<file path="config.mk">
export PLATFORM = sky130hd
export DESIGN_NAME = bus_arbiter_flat
export DESIGN_NICKNAME = d
export VERILOG_FILES = /design/src/rtl/bus_arbiter_if.sv /design/src/rtl/bus_arbiter.sv /design/src/flat_wrapper.sv
export SDC_FILE = /design/constraint.sdc
export NUM_CORES = 1
export LEC_CHECK = 0
export ABC_AREA = 1
export CAP_MARGIN = 40
export CORE_MARGIN = 2
export CORE_UTILIZATION = 41
export CTS_CLUSTER_SIZE = 30
export DETAILED_ROUTE_END_ITERATION = 6
export PLACE_DENSITY = 0.78
export SLEW_MARGIN = 20
export SYNTH_ARGS = -nofsm -noshare
export SYNTH_HDL_FRONTEND = slang
export SYNTH_SLANG_ARGS = --single-unit
</file>
<file path="constraint.sdc">
create_clock -name clk -period 2.4 [get_ports clk]
set_clock_uncertainty 0.15 [all_clocks]
set_input_delay 0.48 -clock clk [delete_from_list [all_inputs] [get_ports clk]]
set_output_delay 0.48 -clock clk [all_outputs]
set_load 0.01 [all_outputs]
</file>
<file path="src/rtl/bus_arbiter_if.sv">
// Bundle of the two master ports, the shared slave port and the grant vector.
// slave: the arbiter's view (serves the masters); master: the environment's view.
interface bus_arbiter_if #(
  parameter int unsigned ADDR_W = 32
);
  logic [ADDR_W-1:0] m0_addr;
  logic [31:0]       m0_wdata;
  logic [3:0]        m0_wmask;
  logic              m0_rstrb;
  logic [31:0]       m0_rdata;
  logic              m0_ack;

  logic [ADDR_W-1:0] m1_addr;
  logic [31:0]       m1_wdata;
  logic [3:0]        m1_wmask;
  logic              m1_rstrb;
  logic [31:0]       m1_rdata;
  logic              m1_ack;

  logic [ADDR_W-1:0] s_addr;
  logic [31:0]       s_wdata;
  logic [3:0]        s_wmask;
  logic              s_rstrb;
  logic [31:0]       s_rdata;

  logic [1:0]        grant;

  modport slave (
    input  m0_addr, m0_wdata, m0_wmask, m0_rstrb,
    input  m1_addr, m1_wdata, m1_wmask, m1_rstrb,
    input  s_rdata,
    output m0_rdata, m0_ack, m1_rdata, m1_ack,
    output s_addr, s_wdata, s_wmask, s_rstrb,
    output grant
  );

  modport master (
    output m0_addr, m0_wdata, m0_wmask, m0_rstrb,
    output m1_addr, m1_wdata, m1_wmask, m1_rstrb,
    output s_rdata,
    input  m0_rdata, m0_ack, m1_rdata, m1_ack,
    input  s_addr, s_wdata, s_wmask, s_rstrb,
    input  grant
  );
endinterface

</file>
<file path="src/rtl/bus_arbiter.sv">
// Two-master, one-slave round-robin bus arbiter with fixed slave read latency.
// All outputs are registered; next-state and next-output logic share one always_comb.
module bus_arbiter #(
  parameter int unsigned ADDR_W = 32,
  parameter int unsigned RD_LAT = 1
) (
  input logic          clk,
  input logic          resetn,
  bus_arbiter_if.slave bus
);

  localparam int unsigned CntW = 2;

  typedef enum logic [1:0] {StIdle, StIssue, StRwait, StAck} state_e;

  state_e            state_q, state_d;
  logic              owner_q, owner_d;
  logic              last_q, last_d;
  logic              write_q, write_d;
  logic [CntW-1:0]   cnt_q, cnt_d;
  logic [1:0]        grant_q, grant_d;
  logic [ADDR_W-1:0] s_addr_q, s_addr_d;
  logic [31:0]       s_wdata_q, s_wdata_d;
  logic [3:0]        s_wmask_q, s_wmask_d;
  logic              s_rstrb_q, s_rstrb_d;
  logic [31:0]       m0_rdata_q, m0_rdata_d;
  logic [31:0]       m1_rdata_q, m1_rdata_d;
  logic              m0_ack_q, m0_ack_d;
  logic              m1_ack_q, m1_ack_d;

  logic req0, req1, busy;

  assign req0 = bus.m0_rstrb | (|bus.m0_wmask);
  assign req1 = bus.m1_rstrb | (|bus.m1_wmask);

  always_comb begin
    state_d    = state_q;
    owner_d    = owner_q;
    last_d     = last_q;
    write_d    = write_q;
    cnt_d      = cnt_q;
    m0_rdata_d = m0_rdata_q;
    m1_rdata_d = m1_rdata_q;
    s_wmask_d  = '0;
    s_rstrb_d  = 1'b0;
    m0_ack_d   = 1'b0;
    m1_ack_d   = 1'b0;

    unique case (state_q)
      StIdle: begin
        if (req0 || req1) begin
          // On a tie the master that was not served last wins.
          owner_d   = (req0 && req1) ? ~last_q : req1;
          write_d   = owner_d ? (|bus.m1_wmask) : (|bus.m0_wmask);
          s_wmask_d = owner_d ? bus.m1_wmask : bus.m0_wmask;
          s_rstrb_d = ~write_d;
          state_d   = StIssue;
        end
      end
      StIssue: begin
        if (write_q) begin
          m0_ack_d = ~owner_q;
          m1_ack_d = owner_q;
          state_d  = StAck;
        end else begin
          cnt_d   = CntW'(RD_LAT - 1);
          state_d = StRwait;
        end
      end
      StRwait: begin
        if (cnt_q == '0) begin
          if (owner_q) m1_rdata_d = bus.s_rdata;
          else         m0_rdata_d = bus.s_rdata;
          m0_ack_d = ~owner_q;
          m1_ack_d = owner_q;
          state_d  = StAck;
        end else begin
          cnt_d = cnt_q - 1'b1;
        end
      end
      StAck: begin
        last_d  = owner_q;
        state_d = StIdle;
      end
      default: state_d = StIdle;
    endcase

    busy      = (state_d != StIdle);
    grant_d   = busy ? (owner_d ? 2'b10 : 2'b01) : 2'b00;
    s_addr_d  = busy ? (owner_d ? bus.m1_addr : bus.m0_addr) : '0;
    s_wdata_d = busy ? (owner_d ? bus.m1_wdata : bus.m0_wdata) : '0;
  end

  // last_q resets to 1 so master 0 wins the first tie.
  always_ff @(posedge clk or negedge resetn) begin
    if (!resetn) begin
      state_q    <= StIdle;
      owner_q    <= 1'b0;
      last_q     <= 1'b1;
      write_q    <= 1'b0;
      cnt_q      <= '0;
      grant_q    <= 2'b00;
      s_addr_q   <= '0;
      s_wdata_q  <= '0;
      s_wmask_q  <= '0;
      s_rstrb_q  <= 1'b0;
      m0_rdata_q <= '0;
      m1_rdata_q <= '0;
      m0_ack_q   <= 1'b0;
      m1_ack_q   <= 1'b0;
    end else begin
      state_q    <= state_d;
      owner_q    <= owner_d;
      last_q     <= last_d;
      write_q    <= write_d;
      cnt_q      <= cnt_d;
      grant_q    <= grant_d;
      s_addr_q   <= s_addr_d;
      s_wdata_q  <= s_wdata_d;
      s_wmask_q  <= s_wmask_d;
      s_rstrb_q  <= s_rstrb_d;
      m0_rdata_q <= m0_rdata_d;
      m1_rdata_q <= m1_rdata_d;
      m0_ack_q   <= m0_ack_d;
      m1_ack_q   <= m1_ack_d;
    end
  end

  assign bus.grant    = grant_q;
  assign bus.s_addr   = s_addr_q;
  assign bus.s_wdata  = s_wdata_q;
  assign bus.s_wmask  = s_wmask_q;
  assign bus.s_rstrb  = s_rstrb_q;
  assign bus.m0_rdata = m0_rdata_q;
  assign bus.m1_rdata = m1_rdata_q;
  assign bus.m0_ack   = m0_ack_q;
  assign bus.m1_ack   = m1_ack_q;

endmodule
</file>
<file path="src/flat_wrapper.sv">
// flat-port wrapper written by rule: the top's interface ports become plain ports
module bus_arbiter_flat 
#(
  parameter int unsigned ADDR_W = 32,
  parameter int unsigned RD_LAT = 1
)
  (clk, resetn, bus_m0_addr, bus_m0_wdata, bus_m0_wmask, bus_m0_rstrb, bus_m1_addr, bus_m1_wdata, bus_m1_wmask, bus_m1_rstrb, bus_s_rdata, bus_m0_rdata, bus_m0_ack, bus_m1_rdata, bus_m1_ack, bus_s_addr, bus_s_wdata, bus_s_wmask, bus_s_rstrb, bus_grant);
  bus_arbiter_if #(.ADDR_W(ADDR_W)) bus_i ();
  input logic clk;
  input logic resetn;
  input wire logic [$bits(bus_i.m0_addr)-1:0] bus_m0_addr;
  input wire logic [$bits(bus_i.m0_wdata)-1:0] bus_m0_wdata;
  input wire logic [$bits(bus_i.m0_wmask)-1:0] bus_m0_wmask;
  input wire logic [$bits(bus_i.m0_rstrb)-1:0] bus_m0_rstrb;
  input wire logic [$bits(bus_i.m1_addr)-1:0] bus_m1_addr;
  input wire logic [$bits(bus_i.m1_wdata)-1:0] bus_m1_wdata;
  input wire logic [$bits(bus_i.m1_wmask)-1:0] bus_m1_wmask;
  input wire logic [$bits(bus_i.m1_rstrb)-1:0] bus_m1_rstrb;
  input wire logic [$bits(bus_i.s_rdata)-1:0] bus_s_rdata;
  output wire logic [$bits(bus_i.m0_rdata)-1:0] bus_m0_rdata;
  output wire logic [$bits(bus_i.m0_ack)-1:0] bus_m0_ack;
  output wire logic [$bits(bus_i.m1_rdata)-1:0] bus_m1_rdata;
  output wire logic [$bits(bus_i.m1_ack)-1:0] bus_m1_ack;
  output wire logic [$bits(bus_i.s_addr)-1:0] bus_s_addr;
  output wire logic [$bits(bus_i.s_wdata)-1:0] bus_s_wdata;
  output wire logic [$bits(bus_i.s_wmask)-1:0] bus_s_wmask;
  output wire logic [$bits(bus_i.s_rstrb)-1:0] bus_s_rstrb;
  output wire logic [$bits(bus_i.grant)-1:0] bus_grant;
  assign bus_i.m0_addr = bus_m0_addr;
  assign bus_i.m0_wdata = bus_m0_wdata;
  assign bus_i.m0_wmask = bus_m0_wmask;
  assign bus_i.m0_rstrb = bus_m0_rstrb;
  assign bus_i.m1_addr = bus_m1_addr;
  assign bus_i.m1_wdata = bus_m1_wdata;
  assign bus_i.m1_wmask = bus_m1_wmask;
  assign bus_i.m1_rstrb = bus_m1_rstrb;
  assign bus_i.s_rdata = bus_s_rdata;
  assign bus_m0_rdata = bus_i.m0_rdata;
  assign bus_m0_ack = bus_i.m0_ack;
  assign bus_m1_rdata = bus_i.m1_rdata;
  assign bus_m1_ack = bus_i.m1_ack;
  assign bus_s_addr = bus_i.s_addr;
  assign bus_s_wdata = bus_i.s_wdata;
  assign bus_s_wmask = bus_i.s_wmask;
  assign bus_s_rstrb = bus_i.s_rstrb;
  assign bus_grant = bus_i.grant;
  bus_arbiter #(.ADDR_W(ADDR_W), .RD_LAT(RD_LAT)) u_core (.clk(clk), .resetn(resetn), .bus(bus_i));
endmodule
</file>
=== Word-level counts from Yosys, hierarchy flattened ===
Index checks and enable logic that the tools add are counted.

* Input bits: 172
* Register bits: 144

* Bitwise gates (word level): 5
* Reduce and logical (&&, ||, !) cells: 12
* Muxes and demuxes: 28
* Add/sub/neg operators: 1
* Equal/unequal tests: 5

{| class="wikitable"
|+ Operators by type and width
! kind !! count
|-
| $mux 32 || 4
|-
| $mux 2 || 6
|-
| $mux 4 || 3
|-
| $mux 1 || 11
|-
| $reduce_and 3->1 || 3
|-
| $pmux 2 s4 || 1
|-
| $reduce_or 4->1 || 2
|-
| $eq 2x2->1 const B || 2
|-
| $logic_not 2->1 || 2
|-
| $ne 2x2->1 const B || 2
|-
| $pmux 1 s2 || 2
|-
| $pmux 2 s2 || 1
|-
| $reduce_bool 2->1 || 2
|-
| $not 1->1 || 3
|-
| $eq 2x1->1 const B || 1
|-
| $or 1x1->1 || 2
|-
| $reduce_and 2->1 || 1
|-
| $sub 2x1->2 const B || 1
|-
| $logic_and 1x1->1 || 1
|-
| $logic_or 1x1->1 || 1
|}

=== Longest topological paths before layout ===
Gate-level depths: netlist (run 1).

* Word-level depth: 8
* Mapped depth: 11

=== Least setup slack after synthesis (run 1) ===
OpenSTA, ideal clock, no wires.

* Kind: reg-to-reg
* From: register u_core.state_q[0]
* To: register u_core.s_addr_q[10] (netlist: u_core.bus.s_addr[10])
* Data required time: 2.133 ns
* Arrival time: 1.540 ns
* Setup slack: 0.592 ns
* Stages on the path, launching flop included: 10
* Cells stage by stage: dfrtp_1 inv_1 ha_1 inv_1 a21oi_2 nand3_4 buf_6 buf_2 nand3_1 nand2_1

* Word-level cells in the longest chain between the ends: 4

{| class="wikitable"
|+ Ends and longest elaborated chain
! element !! line !! source
|-
| start, declared || bus_arbiter.sv:16 || <nowiki>state_e state_q, state_d;</nowiki>
|-
| start signal, assigned || bus_arbiter.sv:97 || <nowiki>state_q <= StIdle;</nowiki>
|-
| start signal, assigned || bus_arbiter.sv:112 || <nowiki>state_q <= state_d;</nowiki>
|-
| $eq 2x2->1, or another cell as far along || bus_arbiter.sv:49 || <nowiki>unique case (state_q)</nowiki>
|-
| $pmux 2 s4 or $mux 1 (tied branches) || bus_arbiter.sv:49 ||
|-
| $reduce_bool 2->1 or $mux 32 (tied branches) || bus_arbiter.sv:88, bus_arbiter.sv:90 ||
|-
| $mux 32 (*) || bus_arbiter.sv:90 || <nowiki>s_addr_d = busy ? (owner_d ? bus.m1_addr : bus.m0_addr) : '0;</nowiki>
|-
| net u_core.s_addr_d[10] || bus_arbiter.sv:22 || <nowiki>logic [ADDR_W-1:0] s_addr_q, s_addr_d;</nowiki>
|-
| end signal, assigned || bus_arbiter.sv:118 || <nowiki>s_addr_q <= s_addr_d;</nowiki>
|-
| end, declared || bus_arbiter.sv:22 ||
|}

Mark *: on every way through the listed nets, which the timed path passes. The rest lies on a longest branch.
A chain may end at the register's enable or synchronous reset.

=== Worst setup path after layout (run 1) ===
* From: register u_core.state_q[0]
* To: register u_core.s_wdata_q[18] (netlist: u_core.bus.s_wdata[18])

* Word-level cells in the longest chain between the ends: 4

{| class="wikitable"
|+ Ends and longest elaborated chain
! element !! line !! source
|-
| $eq 2x2->1, or another cell as far along || bus_arbiter.sv:49 ||
|-
| $pmux 2 s4 or $mux 1 (tied branches) || bus_arbiter.sv:49 ||
|-
| $reduce_bool 2->1 or $mux 32 (tied branches) || bus_arbiter.sv:88, bus_arbiter.sv:91 ||
|-
| $mux 32 (*) || bus_arbiter.sv:91 || <nowiki>s_wdata_d = busy ? (owner_d ? bus.m1_wdata : bus.m0_wdata) : '0;</nowiki>
|-
| net u_core.s_wdata_d[18] || bus_arbiter.sv:23 || <nowiki>logic [31:0] s_wdata_q, s_wdata_d;</nowiki>
|-
| end signal, assigned || bus_arbiter.sv:119 || <nowiki>s_wdata_q <= s_wdata_d;</nowiki>
|-
| end, declared || bus_arbiter.sv:23 ||
|}

Marked as above.

==> reports/metrics.yaml, run 1 <==
placement:
  io_buffer_count: 308
  dp.cells: 1095
  pre_cts_ws_ns: 0.00434
  gp_congestion: 0.814
  hpwl_um: 13700
layout:
  fin_cells: 1128
  num-fill-cells: 1164
  drive_above_1_share_pct: 15.6
  antenna_cells: 0
  multi_input_area_sq_um: 2200
  fin_nets: 1104
  seqCellArea_sq_um: 3600
  syn_to_final_growth_pct: 61.2
critical_path:
  crit_path_max_fanout: 32
  reg2reg_from: "u_core.state_q[0]"
  critPathCaptureType: "flop"
  crit_arrival_ns: 2.30
  start_kind: "flop"
  worstRegToRegCells: 9
  setup.worst_path.class: "flop to flop"
  r2r_end: "u_core.bus.s_wdata[18]"
  r2r_slack_ns: 0.24
  critPathRequiredTime_ns: 2.53
grt:
  overflow: 0
  antenna_found_initial: 0
  grt_use_met3_pct: 7.61
  grt_use_total_pct: 22.2
  grt_pass1_wl_um: 28200
  globalRouteMet2Util_pct: 37.9
  grt_max_degree: 65
  busiest_layer: "met2"
  grt_pass1_vias: 5414
  met1_usage_pct: 26.0
run:
  drv_cap: 0
cts:
  insertion_delay_ns: 0.41
  cts_tree: "done"
  post_cts_buffers: 0
  cts-root-buf: "clkbuf_16"
  cts_hold_buffers: 1
  path_clk_slew_ns: 0.06
  cts-resized-gates: 0
  cts_buffer_depth: 2
  h-tree-depth: 4
  cts_made_buffers: 17
  cts.sinks: 144
logic_synthesis:
  synthesis.area_sq_um: 6340
  yosys_warnings: 0
  ys_seq_elements: 144
  yosysTopAreaCellShare_pct: 56.4
  synth.area.top_cells: "dfrtp_1, nand3_2, nand2_1"
  synth-seq-area-share_pct: 56.8
  syn_avg_cell_area_sq_um: 10.3
  synth_nets: 794
  synth_flop_cell: "dfrtp_1"
  synthArstFlopShare_pct: 100
  synth.most_common_cell: "dfrtp_1"
  postSynthCellCount: 617
  synthDistinctLibCells: 24
  synth_top_cell_by_area: "dfrtp_1"
  synth_enable_flop_cells: 0
  synthTopCellsByCount: "dfrtp_1, nand2_1, nand3_2, o21ai_0, nand3_1"
floorplanning:
  initial_core_util_pct: 41.9
  die_x_um: 128
  fp-row-count: 45
  die_h_um: 128
  core-area_sq_um: 15100
  io_pins: 309
  die_area_sq_um: 16500
worst_hold_path:
  hp-class: "flop to flop"
  hold_path.startpoint: "u_core.bus.m1_rdata[13]"
  hold_path_end: "u_core.bus.m1_rdata[13]"
  worstHoldPathCells: 2
sta:
  finalHoldViolations: 0
  hold_ws_ns: 0.329
  setup-violations-final: 0
  relSlewSlack_pct: 60.4
  fin_setup_tns_ns: 0
  fin_ws_ns: 0.236
  fin_crit_ns: 2.16
  drv_slew: 0
  worst_pin_slew_ns: 0.594
  clock.fmax_mhz: 462
  rsz0062_at_grt: "no"
  post-route-period-util_pct: 90.1
route:
  drc_errors: 0
  drtAntennaViolNets: 0
  drt_pre_antenna_iters: 5
  finalWirelength_um: 18000
  drt-initial-drc-count: 282
  routed_via_density: 4.81
  route.vias.total: 5427
  wl_per_cell_um: 15.9
status:
  status: "complete, no violations"
power:
  fin_total_pwr_uw: 14700
  leakagePower_uw: 0.00475
  peakVddDrop_mv: 0.797
  powerDensity_nw_per_um2: 1440
## area by class of cell
class                           count  share of cell area (%)
Multi-Input combinational cell    388                    21.5
Tap cell                          188                    2.30
Clock inverter                     14                    1.52
Timing Repair Buffer              331                    33.5
Sequential cell                   144                    35.3
Inverter                           45                    1.70
Clock buffer                       18                    4.29
## sequential cells by signal (all words and copies together) (netlist names)
name	cells
u_core.bus.m0_rdata	32
u_core.bus.m1_rdata	32
u_core.bus.s_addr	32
u_core.bus.s_wdata	32
u_core.bus.s_wmask	4
u_core.bus.grant	2
u_core.cnt_q	2
u_core.state_q	2
u_core.bus.m0_ack	1
u_core.bus.m1_ack	1
u_core.bus.s_rstrb	1
u_core.last_q	1
u_core.owner_q	1
u_core.write_q	1
## report_power, final
part / total, uW / internal [uW] / leakage, uW / switching [uW]
Clock: 2610 / 1570 / 0.000288 / 1040
Combinational: 8030 / 3810 / 0.00268 / 4220
Sequential: 4110 / 3630 / 0.00179 / 475
## cells by family after synthesis
group,Yosys count,synth area share (%)
simple gates,309,27.6
flops,144,56.8
buf+inv,85,8.72
fa+ha+maj,5,0.986
compound gates,74,5.92
## worst max-delay path: stages (launching register included)
cell	delay, ns
dfrtp_1	0.38
inv_1	0.09
ha_1	0.27
nand2_1	0.13
nand2_1	0.09
a21oi_2	0.21
nand3_4	0.25
buf_12	0.26
nand3_1	0.09
nand2_1	0.09
## metal layers
metal  wire [um]  up-vias
met4         451        0
met1        6830     2539
li1            -     2622
met3        1770       30
met5           0        -
met2        8930      236
## through the flow
stage / util, % / cell area [sq um]
finish: 67.5 / 10200
detailed placement: 63.5 / 9620
CTS: 67.5 / 10200
floorplan: - / 6340
global route: 67.5 / 10200
global placement: 63.5 / 9620
## worst max-delay path by stage
stage | from | to | slack [ns] | depth (start not counted)
2_1_floorplan | u_core.state_q[0] | u_core.bus.s_addr[10] | 0.59 | 9
3_3_place_gp | bus_m1_wmask[1] | u_core.bus.s_wdata[18] | 0.04 | 10
3_5_place_dp | bus_m1_wmask[2] | u_core.bus.s_wdata[18] | 0.004 | 10
4_1_cts | u_core.state_q[0] | u_core.bus.s_wdata[18] | 0.25 | 9
5_1_grt | u_core.state_q[0] | u_core.bus.s_wdata[18] | 0.06 | 9
6_report | u_core.state_q[0] | u_core.bus.s_wdata[18] | 0.24 | 9
## layout by cell type (no fill, tap or decap), drive strengths merged, types with 2 or more instances in the layout
cell / count
clkdlybuf4s50: 307
nand2: 151
dfrtp: 143
nand3: 133
o21ai: 71
inv: 48
nor2: 24
buf: 23
clkbuf: 18
clkinv: 7
ha: 5
bufinv: 2
clkinvlp: 2
a21oi: 2
Note: power is estimated with default switching activity, not from simulation.
==> run 2: changes to the inputs <==
- RECOVER_POWER: unset -> 100
==> run 2 against run 1 <==
Compared with the run above: global-route usage stayed put; critical path type unchanged; largest power group unchanged; design area is 1.6% lower; wire length is 0.62% lower; flip-flop and latch count stayed put; register-to-register slack hardly changed; cell count stayed put; highest routed layer unchanged; maximum frequency is 0.24% higher.
==> reports/metrics.yaml, run 2 (synthesized netlist as in run 1, its figures left out) <==
status:
  status: "complete, no violations"
critical_path:
  critPathCaptureType: "flop"
  crit_arrival_ns: 2.35
  critPathRequiredTime_ns: 2.59
  worstRegToRegCells: 9
  reg2reg_from: "u_core.state_q[0]"
  start_kind: "flop"
  setup.worst_path.class: "flop to flop"
  crit_path_max_fanout: 17
  r2r_end: "u_core.bus.s_wdata[18]"
  r2r_slack_ns: 0.24
route:
  finalWirelength_um: 17900
  wl_per_cell_um: 15.8
  drt_pre_antenna_iters: 6
  drc_errors: 0
  route.vias.total: 5434
  routed_via_density: 4.82
  drtAntennaViolNets: 0
  drt-initial-drc-count: 336
grt:
  overflow: 0
  grt_pass1_wl_um: 28200
  grt_use_total_pct: 22.2
  grt_max_degree: 65
  grt_pass1_vias: 5414
  antenna_found_initial: 0
sta:
  fin_crit_ns: 2.16
  clock.fmax_mhz: 463
  drv_slew: 0
  hold_ws_ns: 0.324
  fin_setup_tns_ns: 0
  relSlewSlack_pct: 44.8
  worst_pin_slew_ns: 0.828
  rsz0062_at_grt: "no"
  finalHoldViolations: 0
  setup-violations-final: 0
  fin_ws_ns: 0.242
  post-route-period-util_pct: 89.9
floorplanning:
  core-area_sq_um: 15100
  initial_core_util_pct: 41.9
  fp-row-count: 45
  io_pins: 309
  die_area_sq_um: 16500
  die_h_um: 128
  die_x_um: 128
layout:
  final_common_cell: "clkdlybuf4s50_1"
  final_cell_mix: "clkdlybuf4s50_1, dfrtp_1, nand2_1"
  antenna_cells: 0
  final_core_util_pct: 66.5
  fin_nets: 1104
  num-fill-cells: 1191
  drive_above_1_share_pct: 13.1
  syn_to_final_growth_pct: 58.7
cts:
  cts-resized-gates: 0
  cts_buffer_depth: 2
  h-tree-depth: 4
  path_clk_slew_ns: 0.06
  cts_made_buffers: 17
  cts.sinks: 144
  cts-root-buf: "clkbuf_16"
  cts_tree: "done"
  insertion_delay_ns: 0.41
placement:
  hpwl_um: 13700
  io_buffer_count: 308
  gp_congestion: 0.814
  pre_cts_ws_ns: 0.00434
power:
  powerDensity_nw_per_um2: 1400
  leakagePower_uw: 0.00486
  peakVddDrop_mv: 0.757
run:
  drv_cap: 0
worst_hold_path:
  hp-class: "flop to flop"
  hold_path.startpoint: "u_core.bus.m1_rdata[13]"
  hold_path_end: "u_core.bus.m1_rdata[13]"
  worstHoldPathCells: 2
-- run 2: where the power goes --
part           total, uW  leakage [uW]  internal [uW]  switching [uW]
clock network       2610      0.000288           1570            1040
registers           4050       0.00179           3630             424
logic               7390       0.00279           3280            4110
total              14100       0.00486           8480            5570
-- run 2: worst max-delay path by stage --
| stage | startpoint | end | slack (ns) | depth (start not counted) |
|---|---|---|---|---|
| finish | u_core.state_q[0] | u_core.bus.s_wdata[18] | 0.24 | 9 |
| global route | u_core.state_q[0] | u_core.bus.s_wdata[18] | 0.05 | 9 |
| CTS | u_core.state_q[0] | u_core.bus.s_wdata[18] | 0.25 | 9 |
| detailed placement | bus_m1_wmask[2] | u_core.bus.s_wdata[18] | 0.004 | 10 |
| global placement | bus_m1_wmask[1] | u_core.bus.s_wdata[18] | 0.04 | 10 |
| floorplan | u_core.state_q[0] | u_core.bus.s_addr[10] | 0.59 | 9 |
-- run 2: routing by layer --
layer	part of all wire [%]	vias up	track usage, %
li1	-	2632	-
met1	38	2545	26.0
met2	50	227	37.9
met3	9.3	30	7.61
met4	2.5	0	8.27
met5	0	-	0
-- run 2: worst max-delay path, cell delays in order, from the launching register on --
cell     delay, ns
dfrtp_1       0.40
inv_1         0.11
ha_1          0.27
inv_1         0.11
nor2_1        0.36
nand2_2       0.11
nand2_4       0.20
buf_12        0.18
nand3_1       0.07
nand2_1       0.09
-- run 2: area by class of cell --
cell class	count	area, sq um	share of cell area, %
inverters	45	174	1.73
flip-flops and latches	144	3600	35.8
multi-input cells	388	2110	21.0
clock inverters	14	155	1.54
repair buffers	331	3350	33.3
clock buffers	18	439	4.36
well taps	188	235	2.34
-- run 2: stage by stage --
| step | instances | cell area [sq um] | power [uW] |
|---|---|---|---|
| after floorplan | 617 | 6340 | 8850 |
| after CTS | 1128 | 10200 | 14900 |
| after detailed placement | 1095 | 9620 | 12200 |
| after global placement | 1095 | 9620 | 12000 |
| final | 1128 | 10100 | 14100 |
| after global routing | 1128 | 10100 | 15100 |
-- run 2: what timing repair did --
action                    in CTS  in global routing
buffers inserted               0                  0
hold endpoints to repair      55                  0
hold buffers                   1                  0
==> run 3: changes to the inputs <==
- REMOVE_ABC_BUFFERS: unset -> 1
==> run 3 against run 2 <==
Compared with the run above: total power shrank 1.5%; design area fell by 0.41%; via count fell by 1.3%; first-iteration DRC count fell by 16%; combinational power decreased by 3.0%; global-route usage decreased by 0.53 points; count of clock-buffer cells in the layout is 2 higher; clock power hardly changed; non-clock buffer count down 6; hold slack gained 0.0031 ns; sequential share of layout area rose by 0.15 points; highest routed layer unchanged.
==> reports/metrics.yaml, run 3 (synthesized netlist as in run 1, its figures left out) <==
sta:
  relSlewSlack_pct: 11.4
  clock.fmax_mhz: 470
  setup-violations-final: 0
  drv_slew: 0
  finalHoldViolations: 0
  post-route-period-util_pct: 88.7
  fin_crit_ns: 2.13
  rsz0062_at_grt: "no"
  worst_pin_slew_ns: 1.33
floorplanning:
  die_x_um: 128
  io_pins: 309
  die_h_um: 128
  die_area_sq_um: 16500
  initial_core_util_pct: 41.9
  core-area_sq_um: 15100
  fp-row-count: 45
layout:
  final_common_cell: "clkdlybuf4s50_1"
  num-fill-cells: 1182
  drive_above_1_share_pct: 12.8
  antenna_cells: 0
  fin_cells: 1122
  final_cell_mix: "clkdlybuf4s50_1, nand2_1, dfrtp_1"
  syn_to_final_growth_pct: 58.0
  fin_nets: 1098
worst_hold_path:
  hp-class: "flop to flop"
route:
  routed_via_density: 4.78
  route.vias.total: 5361
  wl_per_cell_um: 15.5
  finalWirelength_um: 17400
  drc_errors: 0
  drt_pre_antenna_iters: 4
  drt-initial-drc-count: 281
  drtAntennaViolNets: 0
run:
  drv_cap: 0
grt:
  grt_pass1_vias: 5280
  grt_max_degree: 52
  overflow: 0
  grt_pass1_wl_um: 27500
  grt_use_total_pct: 21.7
  antenna_found_initial: 0
cts:
  cts-root-buf: "clkbuf_16"
  path_clk_slew_ns: 0.06
  cts.sinks: 144
  cts_made_buffers: 17
  h-tree-depth: 4
  cts-resized-gates: 0
  insertion_delay_ns: 0.41
  cts_buffer_depth: 2
  cts_tree: "done"
power:
  powerDensity_nw_per_um2: 1380
  fin_total_pwr_uw: 13800
  peakVddDrop_mv: 0.763
  leakagePower_uw: 0.00484
status:
  status: "complete, no violations"
placement:
  gp_congestion: 0.848
  io_buffer_count: 308
  hpwl_um: 13000
  dp.cells: 1089
critical_path:
  crit_path_max_fanout: 42
  setup.worst_path.class: "flop to flop"
  crit_arrival_ns: 2.32
  start_kind: "flop"
  critPathCaptureType: "flop"
  critPathRequiredTime_ns: 2.59
run 3: changes by cell type in the layout (fill, tap and decap cells not counted), sizes merged:
| cell | delta |
|---|---|
| clkinv | -1 |
| buf | +2 |
| inv | -2 |
| clkbuf | -6 |
| clkinvlp | +1 |
run 3: area by class of cell:
cell class              count  area (sq um)  share of cell area (%)
repair buffers            325          3320                    33.1
clock buffers              20           457                    4.56
well taps                 188           235                    2.35
flip-flops and latches    144          3600                    36.0
multi-input cells         388          2110                    21.0
clock inverters            12           133                    1.32
inverters                  45           174                    1.73
run 3: path summary, 6_finish.rpt:
kind                       slack (ns)  cells past startpoint                       to               startpoint
setup / recovery                 0.27                      9    u_core.bus.s_wdata[5]        u_core.state_q[0]
hold / removal                   0.33                      2  u_core.bus.m0_rdata[18]  u_core.bus.m0_rdata[18]
setup reg to reg                 0.27                      9    u_core.bus.s_wdata[5]        u_core.state_q[0]
hold reg to reg                  0.33                      2  u_core.bus.m0_rdata[18]  u_core.bus.m0_rdata[18]
max in group asynchronous        0.40                      3  u_core.bus.m0_rdata[18]                   resetn
min in group asynchronous        0.75                      2  u_core.bus.m1_rdata[19]                   resetn
run 3: critical path, cell delays in order, from the launching register on:
cell and delay (ns):
dfrtp_1 0.40, inv_1 0.10, ha_1 0.27, inv_1 0.13, nor2_1 0.34, nand2_2 0.11, nand2_4 0.11, buf_12 0.20
nand3_1 0.09, nand2_1 0.11
run 3: routing by layer:
| metal | vias to the layer above | track usage (%) | part of all wire (%) |
|---|---|---|---|
| li1 | 2617 | - | - |
| met1 | 2488 | 27.2 | 41 |
| met5 | - | 0 | 0 |
| met4 | 0 | 8.73 | 2.6 |
| met2 | 228 | 35.2 | 48 |
| met3 | 28 | 6.69 | 8.6 |
run 3: through the flow:
step | setup TNS, ns | hold WS (ns) | cell area (sq um) | setup slack [ns] | utilization (%)
3_3_place_gp | 0 | 0.309 | 9540 | 0.0681 | 63.0
5_1_grt | 0 | 0.349 | 10000 | 0.0737 | 66.2
6_report | 0 | 0.327 | 10000 | 0.271 | 66.2
3_5_place_dp | 0 | 0.311 | 9540 | 0.0349 | 63.0
4_1_cts | 0 | 0.338 | 10100 | 0.284 | 66.9
2_1_floorplan | -23.79 | 0.0344 | 5960 | -0.381 | -
run 3: repair_timing:
item | 4_1_cts | 5_1_grt
endpoints found under the hold margin | 46 | 0
hold buffers | 1 | 0
buffers inserted | 0 | 0
run 3: where the power goes:
part	internal (uW)	leakage (uW)	switching [uW]
sequential	3630	0.00179	435
combinational	3130	0.00277	4030
clock	1590	0.000283	1030
